**src/rtl/mips_fetch.sv**
```systemverilog
// ---------------------------------------------------------------------------
// mips_fetch
//
// Instruction fetch stage for a simple in-order MIPS pipeline. It issues
// word-aligned fetch requests to an instruction memory, tracks the requests
// in flight, and buffers the returned instructions in a two-entry queue that
// feeds decode. A credit rule stops the stage from issuing a request unless
// the instruction it returns is sure to have a slot in the output queue.
// Redirects (branch, jump, exception) restart fetch at a new address. Any
// response still in flight when a redirect happens is counted as stale and
// dropped when it arrives.
//
// Ports
//   clk              single clock, all state updates on the rising edge
//   rst              synchronous active-high reset
//   imem_req_valid   fetch request to instruction memory
//   imem_req_ready   memory accepts the request this cycle
//   imem_addr        fetch byte address (word aligned)
//   imem_resp_valid  returned instruction, one per accepted request, in order
//   imem_resp_data   returned instruction word
//   if_valid         instruction presented to decode
//   if_inst          presented instruction (zero when if_valid is low)
//   if_pc            presented instruction's address (zero when if_valid is low)
//   id_ready         decode consumes the presented instruction this cycle
//   redirect_valid   redirect fetch to redirect_pc
//   redirect_pc      redirect target
// ---------------------------------------------------------------------------
module mips_fetch #(
   parameter logic [31:0] RESET_PC = 32'h0040_0000
) (
   input  logic        clk,
   input  logic        rst,
   output logic        imem_req_valid,
   input  logic        imem_req_ready,
   output logic [31:0] imem_addr,
   input  logic        imem_resp_valid,
   input  logic [31:0] imem_resp_data,
   output logic        if_valid,
   output logic [31:0] if_inst,
   output logic [31:0] if_pc,
   input  logic        id_ready,
   input  logic        redirect_valid,
   input  logic [31:0] redirect_pc
);

   // Architectural fetch pointer.
   logic [31:0] r_fetchPc;

   // Requests accepted by memory whose response has not arrived yet (0..2).
   // It also gives the occupancy of the pending-PC queue.
   logic [1:0]  r_outstanding;

   // Number of in-flight responses that belong to a fetch stream abandoned by
   // a redirect and must be dropped when they arrive (0..2).
   logic [1:0]  r_drop;

   // Pending-PC queue: address of each in-flight request, oldest at head.
   logic [31:0] r_pendPc [2];
   logic        r_pendHead;

   // Output queue of {instruction, pc} pairs waiting for decode.
   logic [31:0] r_outInst [2];
   logic [31:0] r_outPc   [2];
   logic        r_outHead;
   logic [1:0]  r_outCount;

   logic        w_pop;
   logic [2:0]  w_occupancy;
   logic        w_credit;
   logic        w_accept;
   logic        w_respOk;
   logic        w_respKeep;
   logic        w_pendTail;
   logic        w_outTail;
   logic [31:0] w_respPc;

   // Decode takes the head of the output queue in the same cycle it is shown.
   // Reset gates the valid so the first reset cycle never shows stale contents.
   assign if_valid = !rst && (r_outCount != 2'd0);
   assign if_inst  = if_valid ? r_outInst[r_outHead] : 32'h0;
   assign if_pc    = if_valid ? r_outPc[r_outHead]   : 32'h0;
   assign w_pop    = if_valid && id_ready;

   // Credit rule: every in-flight request and every buffered instruction holds
   // one of the two output slots. A slot that decode frees this cycle can be
   // reused at once, which is why id_ready feeds imem_req_valid
   // combinationally. The sum never goes below zero because a pop needs a
   // buffered entry.
   assign w_occupancy    = {1'b0, r_outstanding} + {1'b0, r_outCount} - {2'b00, w_pop};
   assign w_credit       = (w_occupancy < 3'd2);
   assign imem_req_valid = !rst && !redirect_valid && w_credit;
   assign imem_addr      = r_fetchPc;
   assign w_accept       = imem_req_valid && imem_req_ready;

   // A response when nothing is outstanding is a protocol violation. It is
   // ignored here so that it cannot corrupt the counters.
   assign w_respOk   = imem_resp_valid && (r_outstanding != 2'd0);
   assign w_respKeep = w_respOk && !redirect_valid && (r_drop == 2'd0);
   assign w_respPc   = r_pendPc[r_pendHead];

   // Both queues have two entries, so the tail is the head index offset by
   // the low bit of the occupancy.
   assign w_pendTail = r_pendHead ^ r_outstanding[0];
   assign w_outTail  = r_outHead ^ r_outCount[0];

   // The fetch pointer moves to a redirect target (last redirect wins when
   // redirects are back to back), or steps one word after each accepted
   // request. It wraps modulo 2^32. While a request waits for ready, the
   // pointer stays put so the address on the bus holds stable.
   always_ff @(posedge clk) begin
      if (rst) begin
         r_fetchPc <= RESET_PC;
      end else if (redirect_valid) begin
         r_fetchPc <= redirect_pc;
      end else if (w_accept) begin
         r_fetchPc <= r_fetchPc + 32'd4;
      end
   end

   // In-flight bookkeeping. An accept and a response in the same cycle leave
   // the count unchanged. A redirect marks every request still in flight after
   // this cycle as stale, so the drop count is set to what will be
   // outstanding. No accept can happen in a redirect cycle. Otherwise each
   // stale response that arrives reduces the drop count by one.
   always_ff @(posedge clk) begin
      if (rst) begin
         r_outstanding <= 2'd0;
         r_drop        <= 2'd0;
      end else begin
         r_outstanding <= r_outstanding + {1'b0, w_accept} - {1'b0, w_respOk};
         if (redirect_valid) begin
            r_drop <= r_outstanding - {1'b0, w_respOk};
         end else if (w_respOk && (r_drop != 2'd0)) begin
            r_drop <= r_drop - 2'd1;
         end
      end
   end

   // Pending-PC queue. Memory returns responses in order, so the head always
   // holds the address of the next response. Entries keep their place across
   // redirects because the matching responses still arrive and must be
   // paired off before they are dropped.
   always_ff @(posedge clk) begin
      if (rst) begin
         r_pendHead  <= 1'b0;
         r_pendPc[0] <= 32'h0;
         r_pendPc[1] <= 32'h0;
      end else begin
         if (w_accept) begin
            r_pendPc[w_pendTail] <= r_fetchPc;
         end
         if (w_respOk) begin
            r_pendHead <= ~r_pendHead;
         end
      end
   end

   // Output queue. A push and a pop can happen in the same cycle. The credit
   // rule means a push never finds both slots full. A redirect empties the
   // queue and takes priority over a pop in the same cycle. The response in
   // that cycle is already excluded from w_respKeep.
   always_ff @(posedge clk) begin
      if (rst) begin
         r_outHead    <= 1'b0;
         r_outCount   <= 2'd0;
         r_outInst[0] <= 32'h0;
         r_outInst[1] <= 32'h0;
         r_outPc[0]   <= 32'h0;
         r_outPc[1]   <= 32'h0;
      end else begin
         if (w_respKeep) begin
            r_outInst[w_outTail] <= imem_resp_data;
            r_outPc[w_outTail]   <= w_respPc;
         end
         if (redirect_valid) begin
            r_outHead  <= 1'b0;
            r_outCount <= 2'd0;
         end else begin
            if (w_pop) begin
               r_outHead <= ~r_outHead;
            end
            r_outCount <= r_outCount + {1'b0, w_respKeep} - {1'b0, w_pop};
         end
      end
   end

   // Simulation-only protocol and invariant checks. Synthesis ignores them.
   // Memory must never return more responses than it accepted.
   respWithoutRequest: assert property (
      @(posedge clk) disable iff (rst)
      !(imem_resp_valid && (r_outstanding == 2'd0))
   );

   // In-flight plus buffered work never exceeds the two output slots.
   occupancyBound: assert property (
      @(posedge clk) disable iff (rst)
      (({1'b0, r_outstanding} + {1'b0, r_outCount}) <= 3'd2)
   );

   // Only requests that are actually in flight can be marked stale.
   dropBound: assert property (
      @(posedge clk) disable iff (rst)
      (r_drop <= r_outstanding)
   );

   // A request that is not accepted stays on the bus unchanged until it is
   // accepted, unless a redirect or a reset intervenes.
   requestStable: assert property (
      @(posedge clk) disable iff (rst)
      (imem_req_valid && !imem_req_ready) |=>
         (rst || redirect_valid || (imem_req_valid && (imem_addr == $past(imem_addr))))
   );

endmodule

```
**config.mk**
```make
export PLATFORM = sky130hd
export DESIGN_NAME = mips_fetch
export DESIGN_NICKNAME = d
export VERILOG_FILES = /design/src/rtl/mips_fetch.sv
export SDC_FILE = /design/constraint.sdc
export NUM_CORES = 1
export LEC_CHECK = 0
export ABC_AREA = 1
export BUFFER_PORTS_ARGS = -buffer_cell sky130_fd_sc_hd__buf_2
export CAP_MARGIN = 20
export CORE_AREA = 2 2 162 164
export DETAILED_ROUTE_END_ITERATION = 12
export DIE_AREA = 0 0 164 166
export HOLD_SLACK_MARGIN = 0.05
export PLACE_DENSITY = 0.7
export SLEW_MARGIN = 20
export SYNTH_ARGS = -nofsm -noshare
export SYNTH_HDL_FRONTEND = slang
export SYNTH_SLANG_ARGS = --single-unit
```
**constraint.sdc**
```tcl
create_clock -name clk -period 9.9 [get_ports clk]
set_input_delay 1.485 -clock clk [delete_from_list [all_inputs] [get_ports clk]]
set_output_delay 1.485 -clock clk [all_outputs]
set_load 0.01 [all_outputs]
```
[Word-level counts from Yosys, hierarchy flattened]
Memories as Yosys holds them, arrays and structs flattened. A register that Yosys moved wholly into a read port is not among the register bits.
Cells that the tools add are included.
Storage, ports and cells
  output and inout port bits: 98
  logic and storage cells: 73
  bits in registers: 40
  input bits: 70
  bits in writable memories: 192
  memory bits (read-only): 0
  bits in latches: 0
  memories kept: 3
Cells by class
  bitwise operators: 4
  shift operators: 0
  mux-type cells: 29
  divide/modulo/power cells: 0
  order comparisons: 1
  multipliers: 0
  equal/unequal tests: 0
  reduce and logical (&&, ||, !) cells: 21
  add/sub/neg operators: 9
Memories
  r_outInst: depth 2, width 32, rd ports 1, clocked after Yosys merged registers in 1, wr ports 2, line 62  | logic [31:0] r_outInst [2];
  r_outPc: depth 2, width 32, rd ports 1, clocked after Yosys merged registers in 1, wr ports 2, line 63  | logic [31:0] r_outPc [2];
  r_pendPc: depth 2, width 32, rd ports 1, clocked after Yosys merged registers in 1, wr ports 2, line 58  | logic [31:0] r_pendPc [2];
Operators with widths (count)
  $mux 32: 7
  $reduce_or 32->1: 3
  $add 32x3->32 const B: 1
  $mux 1: 20
  $reduce_bool 2->1: 5
  $logic_and 1x1->1: 9
  $sub 2x1->2: 3
  $add 2x1->2: 2
  $mux 2: 2
  $add 2x2->3: 1
  $lt 3x2->1 const B: 1
  $sub 3x1->3: 1
  $logic_not 1->1: 2
  $logic_not 2->1: 1
  $not 1->1: 2
  $reduce_or 2->1: 1
  $sub 2x1->2 const B: 1
  $xor 1x1->1: 2

[Logic depth before layout (Yosys ltp)]
Gate-level depths: netlist of the first run.
  depth after elaboration: 12
  gate-level depth with buffers: 22
  mapped depth without buffers: 18

[Worst setup path before layout of the first run]
No wires, ideal clock.
  kind: input-to-reg
  start: in rst
  end: mem r_pendPc[1][0], enable pin
  setup slack: 5.300 ns
  arrival: 4.210 ns
  library setup time: 0.389 ns
  buffers on the path: 4
  data required time: 9.511 ns
  cell stages on the path: 18
  cells stage by stage: buf_4 -> clkinv_2 -> buf_2 -> o21ai_1 -> inv_1 -> nand2_1 -> inv_1 -> nand2_1 -> nand2_1 -> nand2_1 -> fa_1 -> inv_1 -> nor2_4 -> nand3_2 -> or2_1 -> buf_2 -> buf_6 -> nand2_1
RTL lines
  start: declaration: line 32  | input logic rst,
  end: declaration: line 58

==> results of run 1 <==
## sequential cells by signal (all words and copies together) (netlist names), named ones only
signal and count:
r_pendHead 1, r_outHead 1, r_outPc 64, r_outstanding 2
r_pendPc 64, r_drop 2, r_outCount 2, imem_addr 32
r_outInst 64
## layer usage
layer	wire length [um]	vias to the layer above	GRT usage, %
met4	384	0	4.35
met5	0	-	0
met2	11700	263	30.5
li1	-	4125	-
met3	1790	34	3.40
met1	11600	3810	25.5
## power groups by stage
stage          Clock, mW  Combinational (mW)  Sequential [mW]
2_1_floorplan          0               0.226             1.20
6_report           0.935               0.294             1.21
5_1_grt            0.996               0.330             1.22
4_1_cts            0.953               0.296             1.21
3_3_place_gp           0               0.289             1.22
3_5_place_dp           0               0.294             1.23
## final timing paths
path | to
max | r_pendPc[0][26]$_SDFFCE_PN0P_
min | r_drop[1]$_SDFFE_PP0P_
max reg2reg | r_pendPc[0][26]$_SDFFCE_PN0P_
min reg2reg | r_drop[1]$_SDFFE_PP0P_
## Yosys cell counts, types with 14 or more instances
cell	instances	area, um2
nor2_1	252	946
nand2_1	243	912
edfxtp_1	192	5770
inv_1	179	672
mux2_2	64	721
dfxtp_1	42	841
nand3_1	38	190
a21oi_1	35	175
buf_2	32	160
mux2i_1	32	320
o21ai_0	20	100
clkbuf_1	14	52.6
## tightest hold or removal path, stage by stage, from the launching register on
cell and delay [ps]:
dfxtp_1 310, nand3_1 70, a21oi_1 60
## stage by stage
step	utilization, %	std cells
floorplan	-	1200
global placement	48.3	1654
detailed placement	48.3	1654
CTS	51.5	1698
finish	51.5	1698
global route	51.5	1698
## logic make-up (layout without fill, tap and decap cells)
logic type | after synthesis | in the layout | synth area share, %
buf+inv | 237 | 400 | 8.67
flops | 234 | 234 | 58.2
compound gates | 68 | 68 | 3.13
simple gates | 546 | 546 | 19.0
fa+ha+maj | 8 | 8 | 0.948
xor+xnor | 11 | 11 | 0.849
mux | 96 | 96 | 9.18
## area by class of cell
cell class	count	area, um2	area share [%]
clock buffer	31	648	4.91
clock inverter	13	169	1.28
inverter	181	681	5.16
multi-input combinational	729	3770	28.6
sequential	234	6610	50.1
tap	335	419	3.18
timing repair buffer	175	896	6.79
==> impl_metrics.sql, run 1 <==
INSERT INTO impl_metrics (metric_group, metric, value, unit) VALUES
('run', 'max_cap_viol_count', '0', ''),
('placed_design', 'place.detailed.hpwl', '16900', 'um'),
('pwr', 'leakage', '6.03', 'nW'),
('clock_tree', 'worst_skew_late_latency', '520', 'ps'),
('synth', 'synthDistinctLibCells', '34', ''),
('setup_path', 'reg2reg_setup_slack', '4400', 'ps'),
('pwr', 'clock_power_share', '38.4', '%'),
('setup_path', 'cp_slowest_cell', 'inv_1', ''),
('route', 'finalWirelength', '25500', 'um'),
('route', 'post-route-drc-count', '0', ''),
('sta', 'clock-skew-final', '8.55', 'ps'),
('clock_tree', 'post_cts.repair.setup_buffers', '0', ''),
('setup_path', 'startpoint_of_the_lowest_slack_register_to_register_path', 'r_outCount[0]$_SDFF_PP0_', ''),
('worst_hold_path', 'worstHoldPathCells', '2', ''),
('setup_path', 'critical-path-max-stage-delay', '820', 'ps'),
('setup_path', 'critPathArrivalTime', '6860', 'ps'),
('route', 'drt-vias-per-instance', '4.85', ''),
('sta', 'timing.hold.ws', '487', 'ps'),
('setup_path', 'cp-end-kind', 'register', ''),
('global_route', 'grt_max_degree', '67', ''),
('sta', 'fmaxAchievable', '0.150', 'GHz'),
('pwr', 'comb_power_share', '12.1', '%'),
('clock_tree', 'worst_setup_hold_path_clk_slew', '60', 'ps'),
('setup_path', 'path_max_fanout', '66', ''),
('clock_tree', 'h-tree-depth', '1', ''),
('cells_and_area', 'synthToLayoutAreaGrowth', '16.3', '%'),
('pwr', 'p_sw_share', '25.1', '%'),
('synth', 'syn_area', '0.0113', 'mm2'),
('floorplan', 'io-pin-count', '168', ''),
('clock_tree', 'cts_tree', 'done', ''),
('placed_design', 'placement_cell_area', '0.0124', 'mm2'),
('setup_path', 'worstRegToRegCells', '16', ''),
('clock_tree', 'total_of_cells_resized_after_clock_tree_synthesis', '0', ''),
('pwr', 'total_net_switching_power', '0.611', 'mW'),
('floorplan', 'design.die.area', '0.0272', 'mm2'),
('setup_path', 'critPathMostFrequentCell', 'nand2_1', ''),
('cells_and_area', 'mostFrequentLayoutCell', 'nor2_1', ''),
('synth', 'synthFlopType', 'edfxtp_1', ''),
('worst_hold_path', 'min_from', 'r_drop[1]$_SDFFE_PP0P_', ''),
('sta', 'max_slew_margin', '33.0', '%'),
('placed_design', 'gp_congestion', '0.940', ''),
('synth', 'async_reset_ff_share', '0', '%'),
('synth', 'seq_area_frac_synth', '58.2', '%'),
('sta', 'setup_viol_count_final', '0', ''),
('worst_hold_path', 'min-delay-path-class', 'reg -> reg', ''),
('clock_tree', 'clock_sink_count', '234', ''),
('global_route', 'overflow', '0', ''),
('sta', 'finalCriticalPeriod', '6660', 'ps'),
('synth', 'synth_seq_cells', '234', ''),
('clock_tree', 'cts_hold_buf', '0', ''),
('sta', 'rsz0062_at_grt', 'false', ''),
('sta', 'slew_viol_final', '0', ''),
('placed_design', 'port_buffers', '167', ''),
('synth', 'synthesis.nets', '1278', ''),
('cells_and_area', 'mostFrequentLayoutCells', '252 x nor2_1, 240 x nand2_1, 192 x edfxtp_1', ''),
('pwr', 'vdd_ir_drop_max', '0.104', 'mV'),
('run_status', 'outcome', 'finished, final reports clean', ''),
('global_route', 'via_count_of_the_first_global_routing_pass', '8140', ''),
('cells_and_area', 'final_area', '0.0132', 'mm2'),
('setup_path', 'cp_top_family', 'buffers and inverters', ''),
('setup_path', 'worst_setup_path_start_kind', 'input port', ''),
('route', 'detailedRoute.firstPassIterationCount', '8', ''),
('sta', 'finalSetupTns', '0', 'ps'),
('synth', 'syn-instance-count', '1200', ''),
('sta', 'final_hold_viol_count', '0', ''),
('sta', 'final.period_utilization', '67.2', '%'),
('route', 'vias', '8232', ''),
('floorplan', 'die_w', '164', 'um'),
('synth', 'syn-mean-instance-area', '9.45', 'um2'),
('cells_and_area', 'layout_cell_share_with_drive_strength_beyond_1', '21.3', '%'),
('pwr', 'p_int', '1.82', 'mW');
No activity file was read; power rests on OpenSTA's default activity.
==> run 2: changes to the inputs <==
==> constraint.sdc (replaced) <==
create_clock -name clk -period 6.36 [get_ports clk]
set_input_delay 0.954 -clock clk [delete_from_list [all_inputs] [get_ports clk]]
set_output_delay 0.954 -clock clk [all_outputs]
set_load 0.01 [all_outputs]
==> run 2 against run 1 <==
  * Largest cell class unchanged
  * Critical path type unchanged
  * Clock power rose by 57%
  * Die area did not move
  * First-iteration DRC count rose by 25%
  * Sequential share of layout area fell by 0.11 points
==> impl_metrics.sql, run 2 (same netlist as run 1, synthesis figures left out) <==
INSERT INTO impl_metrics (metric_group, metric, value, unit) VALUES
('floorplan', 'die_w', '164', 'um'),
('clock_tree', 'cts_hold_buf', '0', ''),
('setup_path', 'cp-end-kind', 'register', ''),
('global_route', 'grt_pass1_wl', '41000', 'um'),
('global_route', 'gr-usage-met3', '2.57', '%'),
('sta', 'finalCriticalPeriod', '4490', 'ps'),
('floorplan', 'die_h', '166', 'um'),
('cells_and_area', 'mostFrequentLayoutCell', 'nor2_1', ''),
('pwr', 'p_sw_share', '25.4', '%'),
('cells_and_area', 'largest_registers', 'r_outInst: 64 flops, r_outPc: 64 flops, r_pendPc: 64 flops', ''),
('cells_and_area', 'multi_input_comb_area', '0.00377', 'mm2'),
('sta', 'fmaxAchievable', '0.222', 'GHz'),
('route', 'route.detailed.wl_per_inst', '15.0', 'um'),
('global_route', 'global_route.usage.met1', '27.1', '%'),
('clock_tree', 'cts_tree', 'done', ''),
('sta', 'max_slew_margin', '31.3', '%'),
('cells_and_area', 'antenna_cells', '0', ''),
('run_status', 'outcome', 'finished, final reports clean', ''),
('sta', 'clock-skew-final', '10.8', 'ps'),
('route', 'finalWirelength', '25600', 'um'),
('global_route', 'via_count_of_the_first_global_routing_pass', '7986', ''),
('setup_path', 'crit_path_start', 'rst', ''),
('run', 'max_cap_viol_count', '0', ''),
('setup_path', 'worst_setup_path_start_kind', 'input port', ''),
('floorplan', 'effective_utilization_at_floorplan', '44.3', '%'),
('global_route', 'global_route.usage.total', '18.7', '%'),
('placed_design', 'placement_cell_area', '0.0124', 'mm2'),
('clock_tree', 'post_cts.repair.setup_buffers', '0', ''),
('pwr', 'vdd_ir_drop_max', '0.174', 'mV'),
('cells_and_area', 'seqCellArea', '0.00661', 'mm2'),
('setup_path', 'path_max_fanout', '33', ''),
('setup_path', 'startpoint_of_the_lowest_slack_register_to_register_path', 'r_outCount[0]$_SDFF_PP0_', ''),
('route', 'detailedRoute.firstPassIterationCount', '6', ''),
('pwr', 'total_net_switching_power', '0.966', 'mW'),
('sta', 'rsz0062_at_grt', 'false', ''),
('worst_hold_path', 'worstHoldPathCells', '1', ''),
('sta', 'max_slew.worst_pin.slew', '1030', 'ps'),
('sta', 'setup_viol_count_final', '0', ''),
('setup_path', 'worst_r2r_endpoint', 'r_pendPc[1][10]$_SDFFCE_PN0P_', ''),
('setup_path', 'cp_top_family', 'simple AND/OR/NAND/NOR gates', ''),
('global_route', 'overflow', '0', ''),
('cells_and_area', 'design.final.nets', '1426', ''),
('pwr', 'seq_power_share', '49.3', '%'),
('pwr', 'leakage', '6.05', 'nW'),
('floorplan', 'design.die.area', '0.0272', 'mm2'),
('worst_hold_path', 'min_from', 'r_pendHead$_SDFFE_PP0P_', ''),
('clock_tree', 'worst_skew_late_latency', '520', 'ps'),
('setup_path', 'worstPathRequired', '6530', 'ps'),
('floorplan', 'fp.coreArea', '0.0256', 'mm2'),
('setup_path', 'worstRegToRegCells', '14', ''),
('clock_tree', 'clock_sink_count', '234', ''),
('clock_tree', 'numCtsBuffers', '25', ''),
('setup_path', 'critPathArrivalTime', '4660', 'ps'),
('route', 'initial_drt_markers', '807', ''),
('placed_design', 'gp_congestion', '0.899', ''),
('pwr', 'p_int', '2.84', 'mW'),
('route', 'antenna_violating_nets_post_route', '0', ''),
('clock_tree', 'h-tree-depth', '1', ''),
('route', 'vias', '8292', ''),
('cells_and_area', 'mostFrequentLayoutCells', '252 x nor2_1, 241 x nand2_1, 192 x edfxtp_1', ''),
('sta', 'slew_viol_final', '0', ''),
('global_route', 'grt_antenna_before_repair', '0', ''),
('global_route', 'grt_max_degree', '66', ''),
('pwr', 'power_per_cell_area', '288', 'mW/mm2'),
('sta', 'final_hold_viol_count', '0', ''),
('sta', 'finalSetupTns', '0', 'ps'),
('placed_design', 'port_buffers', '167', ''),
('setup_path', 'crit_path_cell_trace', 'buf_2 > clkinv_2 > o21ai_1 > inv_2 > nand2_1 > inv_1 > nand2_1 > inv_1 > fa_1 > inv_1 > nor2_4 > nand3_2 > or2_2 > nand2_1 > buf_4', ''),
('cells_and_area', 'synthToLayoutAreaGrowth', '16.5', '%'),
('global_route', 'grt_busiest_layer', 'met2', ''),
('sta', 'final.period_utilization', '70.7', '%'),
('clock_tree', 'worst_setup_hold_path_clk_slew', '60', 'ps'),
('clock_tree', 'total_of_cells_resized_after_clock_tree_synthesis', '0', ''),
('setup_path', 'cp_bufs_invs', '7', ''),
('setup_path', 'critical-path-max-stage-delay', '700', 'ps'),
('global_route', 'grt.met2_usage', '30.2', '%'),
('cells_and_area', 'final_area', '0.0132', 'mm2'),
('route', 'drt-vias-per-instance', '4.87', ''),
('setup_path', 'cp_slowest_cell', 'or2_2', ''),
('floorplan', 'io-pin-count', '168', ''),
('setup_path', 'reg2reg_setup_slack', '2760', 'ps'),
('setup_path', 'crit_type', 'in -> reg', ''),
('cells_and_area', 'layout_cell_share_with_drive_strength_beyond_1', '21.6', '%'),
('pwr', 'comb_power_share', '12.1', '%'),
('pwr', 'clock_power_share', '38.6', '%'),
('clock_tree', 'root_buffer', 'clkbuf_16', ''),
('cells_and_area', 'n_fill_cell', '2344', ''),
('route', 'post-route-drc-count', '0', ''),
('clock_tree', 'max-clock-path-buffers', '3', ''),
('placed_design', 'place.detailed.hpwl', '16700', 'um'),
('worst_hold_path', 'min-delay-path-class', 'reg -> reg', ''),
('floorplan', 'std_cell_rows', '59', '');
[run 2: area by class of cell]
type / instances / share of cell area [%]
Clock buffer: 35 / 5.24
Clock inverter: 11 / 1.06
Inverter: 181 / 5.15
Multi-Input combinational cell: 729 / 28.5
Sequential cell: 234 / 50.0
Tap cell: 335 / 3.17
Timing Repair Buffer: 177 / 6.89
[run 2: worst max-delay path by stage]
stage                               endpoint  cells past startpoint
3_3_place_gp   r_pendPc[1][17]$_SDFFCE_PN0P_                     15
2_1_floorplan   r_pendPc[1][0]$_SDFFCE_PN0P_                     18
3_5_place_dp   r_pendPc[1][21]$_SDFFCE_PN0P_                     15
4_1_cts         r_pendPc[1][5]$_SDFFCE_PN0P_                     15
5_1_grt         r_pendPc[1][6]$_SDFFCE_PN0P_                     14
6_report       r_pendPc[1][10]$_SDFFCE_PN0P_                     15
[run 2: through the flow]
step	power, mW	worst slack, ps	hold slack [ps]	utilization, %	cells
3_5_place_dp	2.37	1200	469	48.4	1656
6_report	3.81	1870	486	51.6	1702
4_1_cts	3.84	1730	489	51.6	1702
2_1_floorplan	2.22	2290	455	-	1200
3_3_place_gp	2.36	1240	469	48.4	1656
5_1_grt	3.97	1440	517	51.6	1702
[run 2: routing by layer]
metal	wire, um	vias up	share of wire (%)
li1	-	4124	-
met1	11600	3854	45
met2	11900	285	47
met3	1750	29	6.8
met4	317	0	1.2
met5	0	-	0
[run 2: power by group through the flow]
stage / combinational [mW] / sequential [mW] / clock [mW]
3_3_place_gp: 0.453 / 1.90 / 0
3_5_place_dp: 0.462 / 1.91 / 0
6_report: 0.462 / 1.88 / 1.47
5_1_grt: 0.519 / 1.89 / 1.56
2_1_floorplan: 0.352 / 1.87 / 0
4_1_cts: 0.466 / 1.88 / 1.50
==> run 3: changes to the inputs <==
==> constraint.sdc (replaced) <==
create_clock -name clk -period 4.6 [get_ports clk]
set_input_delay 0.69 -clock clk [delete_from_list [all_inputs] [get_ports clk]]
set_output_delay 0.69 -clock clk [all_outputs]
set_load 0.01 [all_outputs]
==> run 3 against run 2 <==
  * Flip-flop and latch count did not move
  * Cell area about the same
  * Worst setup slack lost 660 ps
  * Sequential power rose by 38%
  * Final cell count rose by 0.18%
  * Critical path type is now in -> out
  * Worst hold slack got worse by 25 ps
  * Largest power group unchanged
  * Global-route usage fell by 0.50 points
==> impl_metrics.sql, run 3 (same netlist as run 1, synthesis figures left out) <==
INSERT INTO impl_metrics (metric_group, metric, value, unit) VALUES
('run_status', 'outcome', 'finished, final reports clean', ''),
('pwr', 'seq_power_share', '50.2', '%'),
('sta', 'setup_viol_count_final', '0', ''),
('sta', 'finalCriticalPeriod', '3390', 'ps'),
('sta', 'timing.hold.ws', '461', 'ps'),
('floorplan', 'std_cell_rows', '59', ''),
('setup_path', 'worst_r2r_endpoint', 'r_pendPc[1][11]$_SDFFCE_PN0P_', ''),
('clock_tree', 'root_buffer', 'clkbuf_16', ''),
('global_route', 'grt_pass1_wl', '40000', 'um'),
('worst_hold_path', 'worstHoldPathCells', '3', ''),
('setup_path', 'worstPathRequired', '3910', 'ps'),
('clock_tree', 'cts_tree', 'done', ''),
('cells_and_area', 'n_fill_cell', '2303', ''),
('route', 'vias', '8299', ''),
('clock_tree', 'max-clock-path-buffers', '3', ''),
('setup_path', 'crit_path_start', 'rst', ''),
('global_route', 'grt_antenna_before_repair', '0', ''),
('global_route', 'via_count_of_the_first_global_routing_pass', '7845', ''),
('route', 'route.detailed.wl_per_inst', '14.9', 'um'),
('cells_and_area', 'largest_registers', 'r_outInst: 64 flops, r_outPc: 64 flops, r_pendPc: 64 flops', ''),
('setup_path', 'critPathArrivalTime', '2700', 'ps'),
('sta', 'final.period_utilization', '73.8', '%'),
('global_route', 'global_route.usage.total', '18.2', '%'),
('clock_tree', 'post_cts.repair.setup_buffers', '0', ''),
('cells_and_area', 'design.final.nets', '1432', ''),
('cells_and_area', 'layout_cell_share_with_drive_strength_beyond_1', '21.9', '%'),
('route', 'drt-vias-per-instance', '4.87', ''),
('sta', 'max_slew_margin', '32.3', '%'),
('setup_path', 'path_max_fanout', '26', ''),
('cells_and_area', 'synthToLayoutAreaGrowth', '16.5', '%'),
('setup_path', 'worstRegToRegCells', '14', ''),
('pwr', 'clock_power_share', '37.4', '%'),
('clock_tree', 'worst_setup_hold_path_clk_slew', '60', 'ps'),
('cells_and_area', 'antenna_cells', '0', ''),
('sta', 'rsz0062_at_grt', 'false', ''),
('pwr', 'total_net_switching_power', '1.31', 'mW'),
('floorplan', 'io-pin-count', '168', ''),
('setup_path', 'worst_setup_path_start_kind', 'input port', ''),
('route', 'detailedRoute.firstPassIterationCount', '5', ''),
('pwr', 'leakage', '6.06', 'nW'),
('cells_and_area', 'mostFrequentLayoutCells', '252 x nor2_1, 241 x nand2_1, 192 x edfxtp_1', ''),
('floorplan', 'die_h', '166', 'um'),
('setup_path', 'crit_type', 'in -> out', ''),
('pwr', 'p_int', '3.85', 'mW'),
('floorplan', 'design.die.area', '0.0272', 'mm2'),
('route', 'post-route-drc-count', '0', ''),
('pwr', 'p_sw_share', '25.4', '%'),
('global_route', 'overflow', '0', ''),
('setup_path', 'reg2reg_setup_slack', '1850', 'ps'),
('route', 'antenna_violating_nets_post_route', '0', ''),
('sta', 'clock-skew-final', '20.0', 'ps'),
('pwr', 'vdd_ir_drop_max', '0.265', 'mV'),
('clock_tree', 'worst_skew_late_latency', '520', 'ps'),
('worst_hold_path', 'min-delay-path-class', 'in -> reg', ''),
('placed_design', 'place.detailed.hpwl', '17000', 'um'),
('sta', 'fmaxAchievable', '0.295', 'GHz'),
('setup_path', 'cp-end-kind', 'output pin', ''),
('sta', 'final_hold_viol_count', '0', ''),
('setup_path', 'startpoint_of_the_lowest_slack_register_to_register_path', 'r_outCount[0]$_SDFF_PP0_', ''),
('sta', 'max_slew.worst_pin.slew', '1020', 'ps'),
('sta', 'finalSetupTns', '0', 'ps'),
('floorplan', 'fp.coreArea', '0.0256', 'mm2'),
('clock_tree', 'total_of_cells_resized_after_clock_tree_synthesis', '0', ''),
('floorplan', 'effective_utilization_at_floorplan', '44.3', '%'),
('clock_tree', 'clock_sink_count', '234', ''),
('cells_and_area', 'mostFrequentLayoutCell', 'nor2_1', ''),
('floorplan', 'die_w', '164', 'um'),
('placed_design', 'gp_congestion', '0.896', ''),
('run', 'max_cap_viol_count', '0', ''),
('route', 'initial_drt_markers', '658', ''),
('setup_path', 'timing.critical_path.to', 'imem_req_valid', ''),
('sta', 'slew_viol_final', '0', ''),
('pwr', 'comb_power_share', '12.4', '%'),
('route', 'finalWirelength', '25400', 'um'),
('pwr', 'power_per_cell_area', '390', 'mW/mm2'),
('global_route', 'grt_max_degree', '66', ''),
('placed_design', 'port_buffers', '167', ''),
('clock_tree', 'numCtsBuffers', '25', ''),
('clock_tree', 'cts_hold_buf', '0', ''),
('clock_tree', 'h-tree-depth', '1', '');
run 3: critical path: stages:
cell	delay (ps)
buf_2	450
clkinv_2	120
o21ai_1	110
inv_2	50
nand2_1	120
inv_1	70
nand2_1	70
inv_1	60
fa_1	500
inv_1	60
nor2_4	110
nand2_1	90
inv_1	70
buf_2	120
run 3: stage by stage:
stage | power [mW] | utilization [%] | instances | cell area (um2) | setup slack, ps
after global placement | 3.26 | 48.5 | 1662 | 12400 | 1030
final | 5.16 | 51.6 | 1705 | 13200 | 1210
after floorplan | 3.07 | - | 1200 | 11300 | 795
after global routing | 5.38 | 51.6 | 1705 | 13200 | 1020
after detailed placement | 3.28 | 48.5 | 1662 | 12400 | 1000
after CTS | 5.20 | 51.6 | 1705 | 13200 | 1200
run 3: per-layer routing:
| layer | part of all wire (%) | global-route usage, % |
|---|---|---|
| met5 | 0 | 0 |
| met4 | 1.9 | 4.39 |
| met1 | 45 | 26.5 |
| met3 | 7.3 | 2.45 |
| met2 | 46 | 28.9 |
run 3: worst min path at each step:
stage / start / slack [ps] / to
after floorplan: r_pendHead$_SDFFE_PP0P_ / 450 / register
after CTS: redirect_pc[3] / 440 / imem_addr[3]$_SDFFE_PP0P_
after global routing: redirect_pc[0] / 470 / imem_addr[0]$_SDFFE_PP0P_
after global placement: r_pendHead$_SDFFE_PP0P_ / 470 / r_pendHead$_SDFFE_PP0P_
after detailed placement: r_pendHead$_SDFFE_PP0P_ / 480 / r_pendHead$_SDFFE_PP0P_
final: redirect_pc[3] / 460 / imem_addr[3]$_SDFFE_PP0P_
run 3: cell type report:
type / instances / area, um2 / area share, %
clock buffers: 31 / 668 / 5.05
clock inverters: 12 / 119 / 0.899
inverters: 181 / 681 / 5.15
multi-input cells: 729 / 3770 / 28.5
flip-flops and latches: 234 / 6610 / 50.0
well taps: 335 / 419 / 3.17
repair buffers: 183 / 956 / 7.23
run 3: power groups by stage:
stage	registers (mW)	logic, mW	clock network [mW]
floorplan	2.58	0.487	0
global placement	2.63	0.633	0
detailed placement	2.64	0.643	0
CTS	2.59	0.648	1.96
global route	2.61	0.721	2.05
finish	2.59	0.639	1.93
